`src/rtl/tconv_pkg.sv`:
```
// ---------------------------------------------------------------------------
// tconv_pkg -- shared types and constants for the transposed-convolution
// tile scheduler.
//
// Contents:
//   state_t    : scheduler FSM state encoding
//   STREAM_LAT : ifmap BRAM read latency in cycles (read issue -> data load)
//   DRAIN_LEN  : cycles spent shifting results out of the array per tile
//   IF_LEN_W   : width of the per-tile ifmap sample count
//   TILES_W    : width of the tile count
// ---------------------------------------------------------------------------
package tconv_pkg;

    typedef enum logic [2:0] {
        IDLE   = 3'd0,
        LOAD_W = 3'd1,
        STREAM = 3'd2,
        DRAIN  = 3'd3,
        DONE   = 3'd4
    } state_t;

    localparam int STREAM_LAT = 1;
    localparam int DRAIN_LEN  = 16;
    localparam int IF_LEN_W   = 14;
    localparam int TILES_W    = 8;

endpackage

```
`src/rtl/tconv_addr_gen.sv`:
```
// ---------------------------------------------------------------------------
// tconv_addr_gen -- combinational lane-address replication and one-hot
// ifmap bank decode. Every lane of the array reads the same address, so the
// scalar addresses are replicated across NUM_BRAMS lanes; the ifmap read
// enable selects exactly one bank per issued sample.
//
// Ports:
//   w_addr       in  W_ADDR_W            scalar weight address
//   if_addr      in  I_ADDR_W            scalar ifmap address
//   bank         in  4                   ifmap bank index for this sample
//   bank_en      in  1                   a sample is issued this cycle
//   w_addr_flat  out NUM_BRAMS*W_ADDR_W  replicated weight address
//   if_addr_flat out NUM_BRAMS*I_ADDR_W  replicated ifmap address
//   bank_onehot  out NUM_BRAMS           one-hot ifmap read enable
// ---------------------------------------------------------------------------
module tconv_addr_gen
    import tconv_pkg::*;
#(
    parameter int NUM_BRAMS = 16,
    parameter int W_ADDR_W  = 11,
    parameter int I_ADDR_W  = 10
) (
    input  logic [W_ADDR_W-1:0]           w_addr,
    input  logic [I_ADDR_W-1:0]           if_addr,
    input  logic [3:0]                    bank,
    input  logic                          bank_en,
    output logic [NUM_BRAMS*W_ADDR_W-1:0] w_addr_flat,
    output logic [NUM_BRAMS*I_ADDR_W-1:0] if_addr_flat,
    output logic [NUM_BRAMS-1:0]          bank_onehot
);

    assign w_addr_flat  = {NUM_BRAMS{w_addr}};
    assign if_addr_flat = {NUM_BRAMS{if_addr}};

    always_comb begin
        bank_onehot = '0;
        for (int i = 0; i < NUM_BRAMS; i++) begin
            bank_onehot[i] = bank_en && (bank == i[3:0]);
        end
    end

endmodule

```
`src/rtl/tconv_tile_scheduler.sv`:
```
// ---------------------------------------------------------------------------
// tconv_tile_scheduler -- sequences weight load, ifmap streaming and result
// drain for a transposed-convolution array, one tile at a time.
//
// Per tile: LOAD_W (2 cycles) -> STREAM (if_len+1 cycles) -> DRAIN
// (DRAIN_LEN cycles), i.e. if_len+19 cycles. After the last tile a single
// DONE cycle pulses done. All outputs are registered: each edge computes the
// next state and drives the outputs belonging to that next state, so the
// outputs always line up with the state they describe.
//
// Handshake: start is a single-cycle request honoured only in IDLE (and only
// when abort is low); config is sampled on that same edge. abort in any
// non-IDLE state returns to IDLE on the next edge with every enable low and
// no done pulse.
//
// Ports:
//   clk, rst_n                clock, asynchronous active-low reset
//   start, abort              job request pulse, synchronous job kill
//   busy, done                job active, one-cycle completion pulse
//   cfg_w_base/if_base        weight / ifmap base addresses
//   cfg_if_len, cfg_num_tiles samples per tile, number of tiles
//   w_re, w_addr_rd_flat      weight BRAM reads (all lanes same address)
//   if_re, if_addr_rd_flat    ifmap BRAM reads (one-hot bank)
//   ifmap_sel                 bank whose read data is loaded this cycle
//   en_weight_load, en_ifmap_load, en_psum, clear_psum, en_output
//                             array compute enables
//   done_select               output row being drained
//   dbg_state                 current FSM state
//   perf_cycles               busy cycle count (only with TCONV_SCHED_PERF_EN)
//
// Build option: define TCONV_SCHED_PERF_EN to add the perf_cycles counter.
// ---------------------------------------------------------------------------
module tconv_tile_scheduler
    import tconv_pkg::*;
#(
    parameter int NUM_BRAMS = 16,
    parameter int W_ADDR_W  = 11,
    parameter int I_ADDR_W  = 10
) (
    input  logic                          clk,
    input  logic                          rst_n,
    input  logic                          start,
    input  logic                          abort,
    output logic                          busy,
    output logic                          done,
    input  logic [W_ADDR_W-1:0]           cfg_w_base,
    input  logic [I_ADDR_W-1:0]           cfg_if_base,
    input  logic [IF_LEN_W-1:0]           cfg_if_len,
    input  logic [TILES_W-1:0]            cfg_num_tiles,
    output logic [NUM_BRAMS-1:0]          w_re,
    output logic [NUM_BRAMS*W_ADDR_W-1:0] w_addr_rd_flat,
    output logic [NUM_BRAMS-1:0]          if_re,
    output logic [NUM_BRAMS*I_ADDR_W-1:0] if_addr_rd_flat,
    output logic [3:0]                    ifmap_sel,
    output logic [NUM_BRAMS-1:0]          en_weight_load,
    output logic [NUM_BRAMS-1:0]          en_ifmap_load,
    output logic [NUM_BRAMS-1:0]          en_psum,
    output logic [NUM_BRAMS-1:0]          clear_psum,
    output logic [NUM_BRAMS-1:0]          en_output,
    output logic [4:0]                    done_select,
`ifdef TCONV_SCHED_PERF_EN
    output logic [31:0]                   perf_cycles,
`endif
    output logic [2:0]                    dbg_state
);

    localparam logic [IF_LEN_W-1:0] DRAIN_LAST = IF_LEN_W'(DRAIN_LEN - 1);
    localparam logic [IF_LEN_W-1:0] LAT        = IF_LEN_W'(STREAM_LAT);

    state_t               state, nxt_state;
    logic [IF_LEN_W-1:0]  cnt, nxt_cnt;
    logic [TILES_W-1:0]   t, nxt_t;
    logic [W_ADDR_W-1:0]  w_base_q;
    logic [I_ADDR_W-1:0]  if_base_q;
    logic [IF_LEN_W-1:0]  if_len_q;
    logic [TILES_W-1:0]   tiles_q;
    logic                 accept;

    // Next-cycle output terms
    logic                 w_re_n, wl_n, issue_n, load_n, drain_n;
    logic [W_ADDR_W-1:0]  w_base_eff, w_addr_n;
    logic [I_ADDR_W-1:0]  if_addr_n;
    logic [IF_LEN_W-1:0]  lag_cnt;
    logic [NUM_BRAMS*W_ADDR_W-1:0] w_flat_n;
    logic [NUM_BRAMS*I_ADDR_W-1:0] if_flat_n;
    logic [NUM_BRAMS-1:0]          if_re_n;

    assign dbg_state = state;

    // Next-state / counter logic
    always_comb begin
        accept    = (state == IDLE) && start && !abort;
        nxt_state = state;
        nxt_cnt   = cnt;
        nxt_t     = t;
        if (abort && state != IDLE) begin
            nxt_state = IDLE;
            nxt_cnt   = '0;
        end else begin
            case (state)
                IDLE: begin
                    if (accept) begin
                        nxt_t     = '0;
                        nxt_cnt   = '0;
                        nxt_state = (cfg_if_len == '0 || cfg_num_tiles == '0) ? DONE : LOAD_W;
                    end
                end
                LOAD_W: begin
                    if (cnt == '0) begin
                        nxt_cnt = IF_LEN_W'(1);
                    end else begin
                        nxt_state = STREAM;
                        nxt_cnt   = '0;
                    end
                end
                STREAM: begin
                    if (cnt == if_len_q) begin
                        nxt_state = DRAIN;
                        nxt_cnt   = '0;
                    end else begin
                        nxt_cnt = cnt + IF_LEN_W'(1);
                    end
                end
                DRAIN: begin
                    if (cnt == DRAIN_LAST) begin
                        nxt_cnt   = '0;
                        nxt_t     = t + TILES_W'(1);
                        // Compare with one extra bit so t+1 cannot wrap at 255.
                        nxt_state = ({1'b0, t} + 9'd1 < {1'b0, tiles_q}) ? LOAD_W : DONE;
                    end else begin
                        nxt_cnt = cnt + IF_LEN_W'(1);
                    end
                end
                DONE: begin
                    nxt_state = IDLE;
                    nxt_cnt   = '0;
                end
                default: begin
                    nxt_state = IDLE;
                    nxt_cnt   = '0;
                end
            endcase
        end
    end

    // Outputs for the cycle that follows the coming edge
    always_comb begin
        // The first LOAD_W of a job is entered straight from IDLE, before the
        // config registers hold the new base.
        w_base_eff = accept ? cfg_w_base : w_base_q;
        w_re_n     = (nxt_state == LOAD_W) && (nxt_cnt == '0);
        wl_n       = (nxt_state == LOAD_W) && (nxt_cnt != '0);
        issue_n    = (nxt_state == STREAM) && (nxt_cnt < if_len_q);
        load_n     = (nxt_state == STREAM) && (nxt_cnt >= LAT);
        drain_n    = (nxt_state == DRAIN);
        w_addr_n   = w_base_eff + W_ADDR_W'(nxt_t);
        if_addr_n  = if_base_q + I_ADDR_W'(nxt_cnt >> 4);
        lag_cnt    = nxt_cnt - LAT;
    end

    tconv_addr_gen #(
        .NUM_BRAMS (NUM_BRAMS),
        .W_ADDR_W  (W_ADDR_W),
        .I_ADDR_W  (I_ADDR_W)
    ) u_addr_gen (
        .w_addr       (w_addr_n),
        .if_addr      (if_addr_n),
        .bank         (nxt_cnt[3:0]),
        .bank_en      (issue_n),
        .w_addr_flat  (w_flat_n),
        .if_addr_flat (if_flat_n),
        .bank_onehot  (if_re_n)
    );

    always_ff @(posedge clk or negedge rst_n) begin
        if (!rst_n) begin
            state           <= IDLE;
            cnt             <= '0;
            t               <= '0;
            w_base_q        <= '0;
            if_base_q       <= '0;
            if_len_q        <= '0;
            tiles_q         <= '0;
            busy            <= 1'b0;
            done            <= 1'b0;
            w_re            <= '0;
            w_addr_rd_flat  <= '0;
            if_re           <= '0;
            if_addr_rd_flat <= '0;
            ifmap_sel       <= '0;
            en_weight_load  <= '0;
            en_ifmap_load   <= '0;
            en_psum         <= '0;
            clear_psum      <= '0;
            en_output       <= '0;
            done_select     <= '0;
`ifdef TCONV_SCHED_PERF_EN
            perf_cycles     <= '0;
`endif
        end else begin
            state <= nxt_state;
            cnt   <= nxt_cnt;
            t     <= nxt_t;
            if (accept) begin
                w_base_q  <= cfg_w_base;
                if_base_q <= cfg_if_base;
                if_len_q  <= cfg_if_len;
                tiles_q   <= cfg_num_tiles;
            end
            busy           <= (nxt_state != IDLE);
            done           <= (nxt_state == DONE);
            w_re           <= {NUM_BRAMS{w_re_n}};
            en_weight_load <= {NUM_BRAMS{wl_n}};
            clear_psum     <= {NUM_BRAMS{wl_n}};
            if_re          <= if_re_n;
            en_ifmap_load  <= {NUM_BRAMS{load_n}};
            en_psum        <= {NUM_BRAMS{load_n}};
            en_output      <= {NUM_BRAMS{drain_n}};
            // Addresses and selects only move when used, otherwise they hold.
            if (w_re_n)  w_addr_rd_flat  <= w_flat_n;
            if (issue_n) if_addr_rd_flat <= if_flat_n;
            if (load_n)  ifmap_sel       <= lag_cnt[3:0];
            if (drain_n) done_select     <= nxt_cnt[4:0];
`ifdef TCONV_SCHED_PERF_EN
            if (accept) begin
                perf_cycles <= '0;
            end else if (state != IDLE) begin
                perf_cycles <= perf_cycles + 32'd1;
            end
`endif
        end
    end

endmodule

```
`config.mk`:
```
export PLATFORM = sky130hd
export DESIGN_NAME = tconv_tile_scheduler
export DESIGN_NICKNAME = d
export VERILOG_FILES = /design/src/rtl/tconv_pkg.sv /design/src/rtl/tconv_addr_gen.sv /design/src/rtl/tconv_tile_scheduler.sv
export SDC_FILE = /design/constraint.sdc
export NUM_CORES = 1
export LEC_CHECK = 0
export ABC_CLOCK_PERIOD_IN_PS = 8500
export CELL_PAD_IN_SITES_DETAIL_PLACEMENT = 1
export CELL_PAD_IN_SITES_GLOBAL_PLACEMENT = 1
export CORE_AREA = 2 2 196 198
export CTS_CLUSTER_DIAMETER = 200
export CTS_CLUSTER_SIZE = 10
export DETAILED_ROUTE_END_ITERATION = 6
export DIE_AREA = 0 0 198 200
export GPL_TIMING_DRIVEN = 0
export PLACE_DENSITY_LB_ADDON = 0.1
export SLEW_MARGIN = 20
export SYNTH_ARGS = -nofsm -noshare
export SYNTH_HDL_FRONTEND = slang
export SYNTH_SLANG_ARGS = --single-unit
export TNS_END_PERCENT = 10
```
`constraint.sdc`:
```
create_clock -name clk -period 8.5 [get_ports clk]
set_input_delay 2.55 -clock clk [delete_from_list [all_inputs] [get_ports clk]]
set_output_delay 2.55 -clock clk [all_outputs]
set_load 0.1 [all_outputs]
```
-- Yosys cells after proc, flatten, opt, wreduce, memory -nomap -nowiden
Index checks and enable logic that the tools add are counted.
- register bits: 435
- logic and storage cells: 104
- magnitude comparators: 3
- reduce and logical (&&, ||, !) cells: 34
- mux-type cells: 19
- eq/ne operators: 24
- add/sub/neg operators: 6
- operators with widths (cell ; number):
    $mux 14 ; 4
    $pmux 14 s4 ; 1
    $logic_not 14->1 ; 3
    $eq 4x4->1 const B ; 8
    $mux 8 ; 3
    $logic_and 1x1->1 ; 23
    $mux 3 ; 7
    $eq 4x3->1 const B ; 4
    $pmux 8 s2 ; 1
    $add 14x1->14 const B ; 1
    $eq 14x14->1 ; 1
    $eq 14x4->1 const B ; 1
    $ge 14x1->1 const B ; 1
    $lt 14x14->1 ; 1
    $reduce_bool 14->1 ; 1
    $eq 3x2->1 const B ; 4
    $pmux 3 s4 ; 1
    $add 11x8->11 ; 1
    $mux 11 ; 1
    $add 10x10->10 ; 1
    $add 8x1->9 const B ; 1
    $lt 9x8->1 ; 1
    $add 8x1->8 const B ; 1
    $eq 4x2->1 const B ; 2
    11 further kinds ; 13

-- Longest topological paths before layout
Gate-level depths: netlist (run 1).
- word-level depth: 9
- mapped depth: 19
- depth with buffers taken out: 18

-- Hierarchy
From an unflattened synthesis (run 1), not the netlist that was laid out.
- cell total of the unflattened synthesis: 1787
- area, all modules: 21620.7 um^2
- modules (own cells, without submodules) (module ; times used ; area each (um^2) ; cells each ; sequential area each (um^2)):
    tconv_tile_scheduler ; 1 ; 18980.7 ; 1428 ; 10885.4
    tconv_addr_gen ; 1 ; 2640.0 ; 359 ; 0.0

-- Worst setup path before layout (run 1)
No wires, ideal clock.
- path type: input to register
- start: in start
- end: reg w_addr_rd_flat[164]
- required time: 8.371 ns
- path buffers: 2
- setup slack: 2.698 ns
- arrival: 5.673 ns
- library setup time: 0.129 ns
- cell stages on the path: 16
- cells stage by stage: nor2b_1 -> nor3_4 -> buf_4 -> or4b_2 -> clkbuf_1 -> o21ai_0 -> o21ai_0 -> ha_1 -> nor2b_1 -> o21ai_0 -> a21boi_0 -> o21ai_0 -> a21oi_1 -> o211ai_1 -> xnor2_1 -> mux2_1
- elaborated cells between the ends (all ways): 16
- RTL lines (element ; RTL line ; text):
    start: declaration ; tconv_tile_scheduler.sv:42 ; input logic start,
    $logic_and 1x1->1 (2 in a row) ; tconv_tile_scheduler.sv:92 ; accept = (state == IDLE) && start && !abort;
    $mux 8 ; tconv_tile_scheduler.sv:102 ; if (accept) begin
    $pmux 8 s2 ; tconv_tile_scheduler.sv:100 ; case (state)
    $mux 8 ; tconv_tile_scheduler.sv:96 ; if (abort && state != IDLE) begin
    via nxt_t[2] ; tconv_tile_scheduler.sv:72 ; logic [TILES_W-1:0] t, nxt_t;
    $add 11x8->11 ; tconv_tile_scheduler.sv:156 ; w_addr_n = w_base_eff + W_ADDR_W'(nxt_t);
    end signal: assignment ; tconv_tile_scheduler.sv:220 ; if (w_re_n) w_addr_rd_flat <= w_flat_n;
    end: declaration ; tconv_tile_scheduler.sv:51 ; output logic [NUM_BRAMS*W_ADDR_W-1:0] w_addr_rd_flat,
The timed path passes the listed nets, and every way through them passes these cells.
A chain may end at the register's enable or synchronous reset.

-- Worst setup path in the final report (run 1)
- start: in abort
- end: reg w_addr_rd_flat[164]
- elaborated cells between the ends (all ways): 17
- RTL lines (element ; RTL line ; text):
    start: declaration ; tconv_tile_scheduler.sv:43 ; input logic abort,
    $logic_not 1->1 ; tconv_tile_scheduler.sv:92 ;
    $logic_and 1x1->1 ; tconv_tile_scheduler.sv:92 ;
    $mux 8 ; tconv_tile_scheduler.sv:102 ;
    $pmux 8 s2 ; tconv_tile_scheduler.sv:100 ;
    $mux 8 * ; tconv_tile_scheduler.sv:96 ;
    via nxt_t[2] ; tconv_tile_scheduler.sv:72 ;
    $add 11x8->11 * ; tconv_tile_scheduler.sv:156 ;
Mark *: on every way through the listed nets, which the timed path passes. The rest lies on a longest branch.

==> results of run 1 <==
[flip-flops by register name, summed over array words and instances, names as in the netlist, 3 cells and up]
signal,count
if_base_q,10
w_base_q,11
cnt,14
if_re,16
if_addr_rd_flat,10
ifmap_sel,4
tiles_q,8
w_addr_rd_flat,11
t,8
if_len_q,14
dbg_state,3
done_select,5
[kinds of logic (layout without fill, tap and decap cells)]
| logic type | count (synthesis) | after routing | share of synthesized area, % |
|---|---|---|---|
| adder cells (fa/ha/maj) | 46 | 46 | 5.94 |
| AO/OA/AOI/OAI | 106 | 106 | 7.77 |
| XOR/XNOR | 44 | 44 | 3.87 |
| AND/OR/NAND/NOR | 165 | 165 | 10.0 |
| buffers and inverters | 479 | 1018 | 34.1 |
| flip-flops | 120 | 120 | 30.2 |
| multiplexers | 72 | 72 | 8.18 |
[cell type report]
class	count	area [sq um]
plain buffers	429	3200
clock buffers	22	474
clock inverters	8	145
fillers	4233	21100
inverters	50	188
multi-input cells	433	3560
flip-flops and latches	120	3000
well taps	511	639
repair buffers	509	5120
[worst max-delay path, delay by kind of cell]
family                   cells  cell delay, ns
AND/OR/NAND/NOR              4            1.27
multiplexers                 1            0.29
adder cells (fa/ha/maj)      1            0.35
XOR/XNOR                     1            0.10
AO/OA/AOI/OAI                7            1.42
buffers and inverters        3            0.96
[Yosys cell counts, types with 3 or more instances]
| library cell | instances |
|---|---|
| sky130_fd_sc_hd__nor2_1 | 31 |
| sky130_fd_sc_hd__mux2i_1 | 7 |
| sky130_fd_sc_hd__buf_6 | 6 |
| sky130_fd_sc_hd__a22o_1 | 5 |
| sky130_fd_sc_hd__inv_1 | 50 |
| sky130_fd_sc_hd__xor2_1 | 6 |
| sky130_fd_sc_hd__ha_1 | 44 |
| sky130_fd_sc_hd__and4_1 | 11 |
| sky130_fd_sc_hd__mux2_2 | 47 |
| sky130_fd_sc_hd__mux2_1 | 15 |
| sky130_fd_sc_hd__dfrtp_1 | 120 |
| sky130_fd_sc_hd__a31oi_1 | 5 |
| sky130_fd_sc_hd__buf_2 | 5 |
| sky130_fd_sc_hd__nand2_1 | 30 |
| sky130_fd_sc_hd__a21o_1 | 14 |
| sky130_fd_sc_hd__a21oi_1 | 24 |
| sky130_fd_sc_hd__nand3_1 | 16 |
| sky130_fd_sc_hd__buf_4 | 410 |
| sky130_fd_sc_hd__a22oi_1 | 3 |
| sky130_fd_sc_hd__mux2_4 | 3 |
| sky130_fd_sc_hd__nor2b_1 | 5 |
| sky130_fd_sc_hd__nand2b_1 | 3 |
| sky130_fd_sc_hd__o21bai_1 | 3 |
| sky130_fd_sc_hd__nor4_1 | 6 |
| sky130_fd_sc_hd__and2_1 | 3 |
| sky130_fd_sc_hd__nor3_1 | 10 |
| sky130_fd_sc_hd__clkbuf_1 | 7 |
| sky130_fd_sc_hd__nand3b_1 | 3 |
| sky130_fd_sc_hd__o21ai_0 | 19 |
| sky130_fd_sc_hd__nor4_4 | 3 |
| sky130_fd_sc_hd__or3_1 | 5 |
| sky130_fd_sc_hd__nand4_1 | 11 |
| sky130_fd_sc_hd__and3_1 | 11 |
| sky130_fd_sc_hd__o211ai_1 | 4 |
| sky130_fd_sc_hd__o21a_1 | 5 |
| sky130_fd_sc_hd__xnor2_1 | 38 |
[stage by stage]
| stage | cell area [sq um] | worst slack (ns) | TNS, ns | hold WS, ns | util (%) |
|---|---|---|---|---|---|
| 3_5_place_dp | 15700 | 1.44 | 0 | 0.477 | 42.0 |
| 3_3_place_gp | 15700 | -0.172 | -18.38 | 0.470 | 41.9 |
| 4_1_cts | 16300 | 1.83 | 0 | 0.490 | 43.7 |
| 6_report | 16300 | 1.86 | 0 | 0.480 | 43.7 |
| 5_1_grt | 16300 | 1.47 | 0 | 0.514 | 43.7 |
| 2_1_floorplan | 9950 | 2.70 | 0 | 0.471 | - |
[metal layers]
layer	global-route usage (%)	vias to the layer above
met4	3.43	0
li1	-	4111
met1	20.0	4078
met2	30.3	205
met5	0	-
met3	3.09	23
[path summary, 6_finish.rpt]
check                                from  cells after the start  slack, ns                   end
hold / removal             done_select[0]                      2       0.48        done_select[0]
setup / recovery                    abort                     17       1.86   w_addr_rd_flat[164]
max in group asynchronous           rst_n                      2       5.76           w_base_q[0]
hold reg to reg            done_select[0]                      2       0.48        done_select[0]
min in group asynchronous           rst_n                      1       2.01  if_addr_rd_flat[158]
setup reg to reg                   cnt[1]                     17       3.63   w_addr_rd_flat[164]
==> results.md, run 1 <==
| Metric | Reported | Unit |
|:---|:---|:---|
| Outcome | finished clean | - |
| Vias per std cell | 4.04 | - |
| Cell Area, Synth | 9950 | sq um |
| Number of non-filler instances in the completed layout | 2082 | - |
| Critical Path End Type | flop | - |
| Number of gates resized after CTS | 0 | - |
| Ranking of synthesized cells by area | sky130_fd_sc_hd__buf_4 (31%), sky130_fd_sc_hd__dfrtp_1 (30%), sky130_fd_sc_hd__ha_1 (5.5%) | - |
| Routed wl met3 | 1.46 | mm |
| Instance count of the mapped netlist | 1032 | - |
| Routability congestion estimate | 0.764 | - |
| Path class of the lowest-slack min-delay path | flop to flop | - |
| Inst Count DP | 2052 | - |
| #FFs+latches synth | 120 | - |
| Detailed Route WL | 34.0 | mm |
| Crit path cell chain | clkdlybuf4s50_1, nor2b_1, nor3_4, buf_4, or4b_2, clkbuf_1, o21ai_0, o21ai_0, ha_1, nor2b_1, o21ai_0, a21boi_0, o21ai_0, a21oi_1, o211ai_1, xnor2_1, mux2_1 | - |
| Maximum count of clock buffers along a single path | 2 | - |
| Most frequent cells in the layout | sky130_fd_sc_hd__clkdlybuf4s50_1 (507), sky130_fd_sc_hd__buf_4 (410), sky130_fd_sc_hd__dfrtp_1 (120) | - |
| H-tree levels | 4 | - |
| CP Data Required Time | 8.80 | ns |
| Starting density of the core | 26.6 | % |
| Slowest library cell on the worst path | sky130_fd_sc_hd__or4b_2 | - |
| Mean Syn Cell Area | 9.64 | sq um |
| Std cell rows | 71 | - |
| Clk_skew | 0.00985 | ns |
| Met1 wire length | 14.0 | mm |
| TritonCTS clock tree | done | - |
| Most common library cell in the layout ignoring fill and taps | sky130_fd_sc_hd__clkdlybuf4s50_1 | - |
| Global-route congestion overflow total | 0 | - |
| Fraction of final layout cells with drive strength greater than 1 | 33.3 | % |
| Hold violation total from the final report | 0 | - |
| Vias in the first global route | 8281 | - |
| Antenna violations before repair | 1 | - |
| Post-CTS Setup Repair Bufs | 0 | - |
| Core ar. | 37400 | sq um |
| Clock transition at path regs | 0.06 | ns |
| Async set-reset flop share out of synthesis | 100 | % |
| # diodes | 0 | - |
| Wire per inst | 16.3 | microns |
| Post-detailed-placement half-perimeter wirelength | 27.8 | mm |
| Number of synthesis warnings | 0 | - |
| Synth Flop Type | sky130_fd_sc_hd__dfrtp_1 | - |
| Routed length on met2 | 18.2 | mm |
| Final period demand of the worst path | 6.64 | ns |
| Unrepaired setup endpoints after global routing | no | - |
| Post-DRT Antenna Nets | 0 | - |
| Worst-Skew Late Latency | 0.42 | ns |
| Router iterations before antenna repair | 4 | - |
| Max frequency | 151 | MHz |
| Worst setup SP type | input pin | - |
| Clock Tree Root | sky130_fd_sc_hd__clkbuf_16 | - |
| Number of ports placed on the die boundary | 509 | - |
| Top-area cell type share of the netlist area | 30.9 | % |
| Highest metal layer with signal wires | met4 | - |
| Maximum number of pins on one net before global-route repair | 82 | - |
| Largest fanout on the critical path | 10 | - |
| Global-route wire length before repair | 50.0 | mm |
| # hold bufs at CTS | 0 | - |
| Distinct cell type count of the synthesized netlist | 74 | - |
| Max capacitance violation total | 0 | - |
| # DRC | 0 | - |
| Nets | 1653 | - |
| Worst-case headroom to the max-slew limit | 28.8 | % |
| Delay of the slowest cell on the worst path | 0.67 | ns |
| Cell type with the largest total area after synthesis | sky130_fd_sc_hd__buf_4 | - |
| Number of flops mapped to enable cells by yosys | 0 | - |
| Area growth syn-to-layout | 64.2 | % |
| Clock buffers created by TritonCTS | 17 | - |
| Syn Nets | 1125 | - |
| Final setup violating endpoints | 0 | - |
| Worst setup path category | input pin to flop | - |
| Total Die Area | 39600 | sq um |
| CP dominant cell by count | sky130_fd_sc_hd__o21ai_0 | - |
| Starting DRC count in detailed routing | 282 | - |
| Sequential share of the synthesized area | 30.2 | % |
| Arrival time of data at the critical path endpoint | 6.94 | ns |
| Number of I/O port buffers | 508 | - |
| Die Y | 200 | microns |
| Clock Sink Count | 120 | - |
| Actual transition at the worst max-transition pin | 1.06 | ns |
| Max-slew violation count | 0 | - |
| Final worst path period share | 78.1 | % |
| Die Width | 198 | microns |
| Detailed-route via count | 8417 | - |
| GRT Overall Usage | 16.5 | % |
Power of run 1 is not shown: default switching activity piles up to over one toggle a cycle in this logic, so the estimate is an artifact.
==> run 2: changes to the inputs <==
--- a/config.mk
+++ b/config.mk
@@ -5,14 +5,14 @@
 export SDC_FILE = /design/constraint.sdc
 export NUM_CORES = 1
 export LEC_CHECK = 0
-export ABC_CLOCK_PERIOD_IN_PS = 8500
+export ABC_CLOCK_PERIOD_IN_PS = 6100
 export CELL_PAD_IN_SITES_DETAIL_PLACEMENT = 1
 export CELL_PAD_IN_SITES_GLOBAL_PLACEMENT = 1
-export CORE_AREA = 2 2 196 198
+export CORE_MARGIN = 2
+export CORE_UTILIZATION = 27
 export CTS_CLUSTER_DIAMETER = 200
 export CTS_CLUSTER_SIZE = 10
 export DETAILED_ROUTE_END_ITERATION = 6
-export DIE_AREA = 0 0 198 200
 export GPL_TIMING_DRIVEN = 0
 export PLACE_DENSITY_LB_ADDON = 0.1
 export SLEW_MARGIN = 20
==> constraint.sdc (replaced) <==
create_clock -name clk -period 6.1 [get_ports clk]
set_input_delay 1.83 -clock clk [delete_from_list [all_inputs] [get_ports clk]]
set_output_delay 1.83 -clock clk [all_outputs]
set_load 0.1 [all_outputs]
==> results.md, run 2 (synthesized netlist as in run 1, its figures left out) <==
| Metric | Reported | Unit | vs previous |
|:---|:---|:---|:---|
| Outcome | finished clean | - | unchanged |
| Crit path buffers/inverters | 4 | - | was 3 |
| Unrepaired setup endpoints after global routing | no | - | unchanged |
| Core ar. | 36400 | sq um | was 37400 sq um |
| Logic depth of the worst setup path including buffers | 15 | - | was 17 |
| Path class of the lowest-slack min-delay path | flop to flop | - | unchanged |
| Router iterations before antenna repair | 4 | - | unchanged |
| Starting density of the core | 27.3 | % | was 26.6% |
| TritonCTS clock tree | done | - | unchanged |
| Most frequent cells in the layout | sky130_fd_sc_hd__clkdlybuf4s50_1 (507), sky130_fd_sc_hd__buf_4 (410), sky130_fd_sc_hd__dfrtp_1 (120) | - | unchanged |
| Crit path cell chain | clkdlybuf4s50_1, a21o_1, clkbuf_1, clkbuf_2, nor2_1, ha_1, a21o_1, a21o_1, a21o_1, a21o_1, a21o_1, a21oi_1, o2111a_1, buf_6, mux2_1 | - | was clkdlybuf4s50_1, nor2b_1, nor3_4, buf_4, or4b_2, clkbuf_1, o21ai_0, o21ai_0, ha_1, nor2b_1, o21ai_0, a21boi_0, o21ai_0, a21oi_1, o211ai_1, xnor2_1, mux2_1 |
| Number of I/O port buffers | 508 | - | unchanged |
| Largest fanout on the critical path | 10 | - | unchanged |
| Max capacitance violation total | 0 | - | unchanged |
| Max-slew violation count | 0 | - | unchanged |
| Area growth syn-to-layout | 64.0 | % | was 64.2% |
| # DRC | 0 | - | unchanged |
| Capture instance of the worst register-to-register path | if_addr_rd_flat[152] | - | was w_addr_rd_flat[164] |
| Hold violation total from the final report | 0 | - | unchanged |
| Maximum number of pins on one net before global-route repair | 65 | - | was 82 |
| Final setup violating endpoints | 0 | - | unchanged |
| Multi-input gate area in the final layout | 3570 | sq um | was 3560 sq um |
| Clock Tree Root | sky130_fd_sc_hd__clkbuf_16 | - | unchanged |
| GRT Overall Usage | 16.8 | % | was 16.5% |
| Post-detailed-placement half-perimeter wirelength | 26.6 | mm | was 27.8 mm |
| Sequential Area | 3000 | sq um | unchanged |
| Slowest library cell on the worst path | sky130_fd_sc_hd__clkdlybuf4s50_1 | - | was sky130_fd_sc_hd__or4b_2 |
| Total Die Area | 38400 | sq um | was 39600 sq um |
| Final worst path period share | 94.5 | % |  |
| Detailed-route via count | 8390 | - | was 8417 |
| Number of ports placed on the die boundary | 509 | - | unchanged |
| Inst Count DP | 2009 | - | was 2052 |
| Category of cells accounting for the largest share of critical-path delay | compound AO/OA/AOI/OAI gates | - | unchanged |
| Worst-case headroom to the max-slew limit | 31.1 | % | was 28.8% |
| Worst setup startpoint | abort | - | unchanged |
| Global-route congestion overflow total | 0 | - | unchanged |
| Post-DRT Antenna Nets | 0 | - | unchanged |
| Largest registers in the final layout | if_re (16), cnt (14), if_len_q (14) | - | unchanged |
| Worst setup path category | input pin to flop | - | unchanged |
| Final period demand of the worst path | 5.76 | ns |  |
| CP Data Required Time | 6.41 | ns | was 8.80 ns |
| Wire per inst | 16.1 | microns | was 16.3 microns |
| Fraction of final layout cells with drive strength greater than 1 | 33.5 | % | was 33.3% |
| Most common library cell in the layout ignoring fill and taps | sky130_fd_sc_hd__clkdlybuf4s50_1 | - | unchanged |
| Reg-to-Reg Start | cnt[0] | - | was cnt[1] |
| Number of flip-flops under the largest register name | 16 | - | unchanged |
| Routability congestion estimate | 0.762 | - | was 0.764 |
| Layout fillers | 4127 | - | was 4233 |
| Clk_skew | 0.00670 | ns | was 0.00985 ns |
| Worst setup SP type | input pin | - | unchanged |
| Arrival time of data at the critical path endpoint | 6.07 | ns | was 6.94 ns |
| Register with the most flip-flops | if_re | - | unchanged |
| Antenna violations before repair | 2 | - | was 1 |
| Capturing element of the worst setup path | if_addr_rd_flat[152] | - | was w_addr_rd_flat[164] |
| Max frequency | 173 | MHz |  |
| Clock buffers created by TritonCTS | 17 | - | unchanged |
| Vias in the first global route | 8567 | - | was 8281 |
| Worst-case reg-to-reg path depth | 17 | - | unchanged |
| Actual transition at the worst max-transition pin | 1.03 | ns | was 1.06 ns |
| Die Y | 196 | microns | was 200 microns |
| CP dominant cell by count | sky130_fd_sc_hd__a21o_1 | - | was sky130_fd_sc_hd__o21ai_0 |
| Delay of the slowest cell on the worst path | 0.61 | ns | was 0.67 ns |
| H-tree levels | 4 | - | unchanged |
| Critical Path End Type | flop | - | unchanged |
| Worst R2R Setup Slack | 1.29 | ns | was 3.63 ns |
| Die Width | 196 | microns | was 198 microns |
| Nets | 1653 | - | unchanged |
| Worst-Skew Late Latency | 0.42 | ns | about the same |
| Std cell rows | 70 | - | was 71 |
| Number of non-filler instances in the completed layout | 2042 | - | was 2082 |
| Clock Sink Count | 120 | - | unchanged |
| Detailed Route WL | 32.9 | mm | was 34.0 mm |
| Global-route wire length before repair | 50.4 | mm | was 50.0 mm |
| Maximum count of clock buffers along a single path | 2 | - | unchanged |
| Starting DRC count in detailed routing | 291 | - | was 282 |
| Clock transition at path regs | 0.06 | ns | about the same |
| Vias per std cell | 4.11 | - | was 4.04 |
==> run 2: changes by cell type in the layout (fill, tap and decap cells not counted), sizes merged <==
cell,previous run,this run
clkbuf,29,32
diode,0,2
buf,424,423
clkinvlp,2,1
==> run 2: worst min path at each step <==
| stage | from | endpoint | cells after the start |
|---|---|---|---|
| after floorplan | tiles_q[0] | tiles_q[0] | 1 |
| after global placement | done_select[0] | done_select[0] | 2 |
| after detailed placement | w_base_q[3] | w_base_q[3] | 1 |
| after CTS | w_base_q[3] | w_base_q[3] | 1 |
| after global routing | w_base_q[2] | w_base_q[2] | 1 |
| final | done_select[0] | done_select[0] | 2 |
==> run 2: worst min-delay path, stage by stage (launching register included) <==
cell	delay, ns
sky130_fd_sc_hd__dfrtp_1	0.35
sky130_fd_sc_hd__nand2_1	0.05
sky130_fd_sc_hd__o21ai_0	0.06
==> run 2: final cells by class <==
type | instances | area share, %
diodes | 2 | 0.0307
plain buffers | 429 | 19.6
clock buffers | 24 | 3.14
clock inverters | 7 | 0.844
inverters | 50 | 1.15
multi-input cells | 433 | 21.9
flip-flops and latches | 120 | 18.4
well taps | 468 | 3.59
repair buffers | 509 | 31.4
==> run 2: metal layers <==
metal,vias up,wire (microns),track usage [%]
met5,-,0,0
met4,0,295,3.62
met3,21,1610,3.83
met2,241,17500,30.9
met1,4015,13500,19.9
li1,4113,-,-
==> run 2: stage by stage <==
stage	cell area [sq um]	setup TNS, ns	utilization [%]	hold slack (ns)	setup slack, ns
finish	16300	0	44.8	0.497	0.336
global route	16300	0	44.8	0.514	0.0192
CTS	16300	0	44.7	0.499	0.109
detailed placement	15700	-4.14	43.0	0.486	-0.308
global placement	15600	-228.58	42.9	0.470	-1.90
floorplan	9950	0	-	0.471	1.02
==> run 2: timing repair <==
action	4_1_cts	5_1_grt
resized for setup	0	2
hold buffers	0	0
setup endpoints to repair	0	9
setup buffers	0	0
Power of run 2 is left out for the same reason.
==> run 3: changes to the inputs <==
--- a/config.mk
+++ b/config.mk
@@ -11,7 +11,6 @@
 export CORE_MARGIN = 2
 export CORE_UTILIZATION = 27
 export CTS_CLUSTER_DIAMETER = 200
-export CTS_CLUSTER_SIZE = 10
 export DETAILED_ROUTE_END_ITERATION = 6
 export GPL_TIMING_DRIVEN = 0
 export PLACE_DENSITY_LB_ADDON = 0.1
==> results of run 3 <==
Same layout as run 2: the final DEF is identical, and so are final timing and power.
Power of run 3 is left out for the same reason.
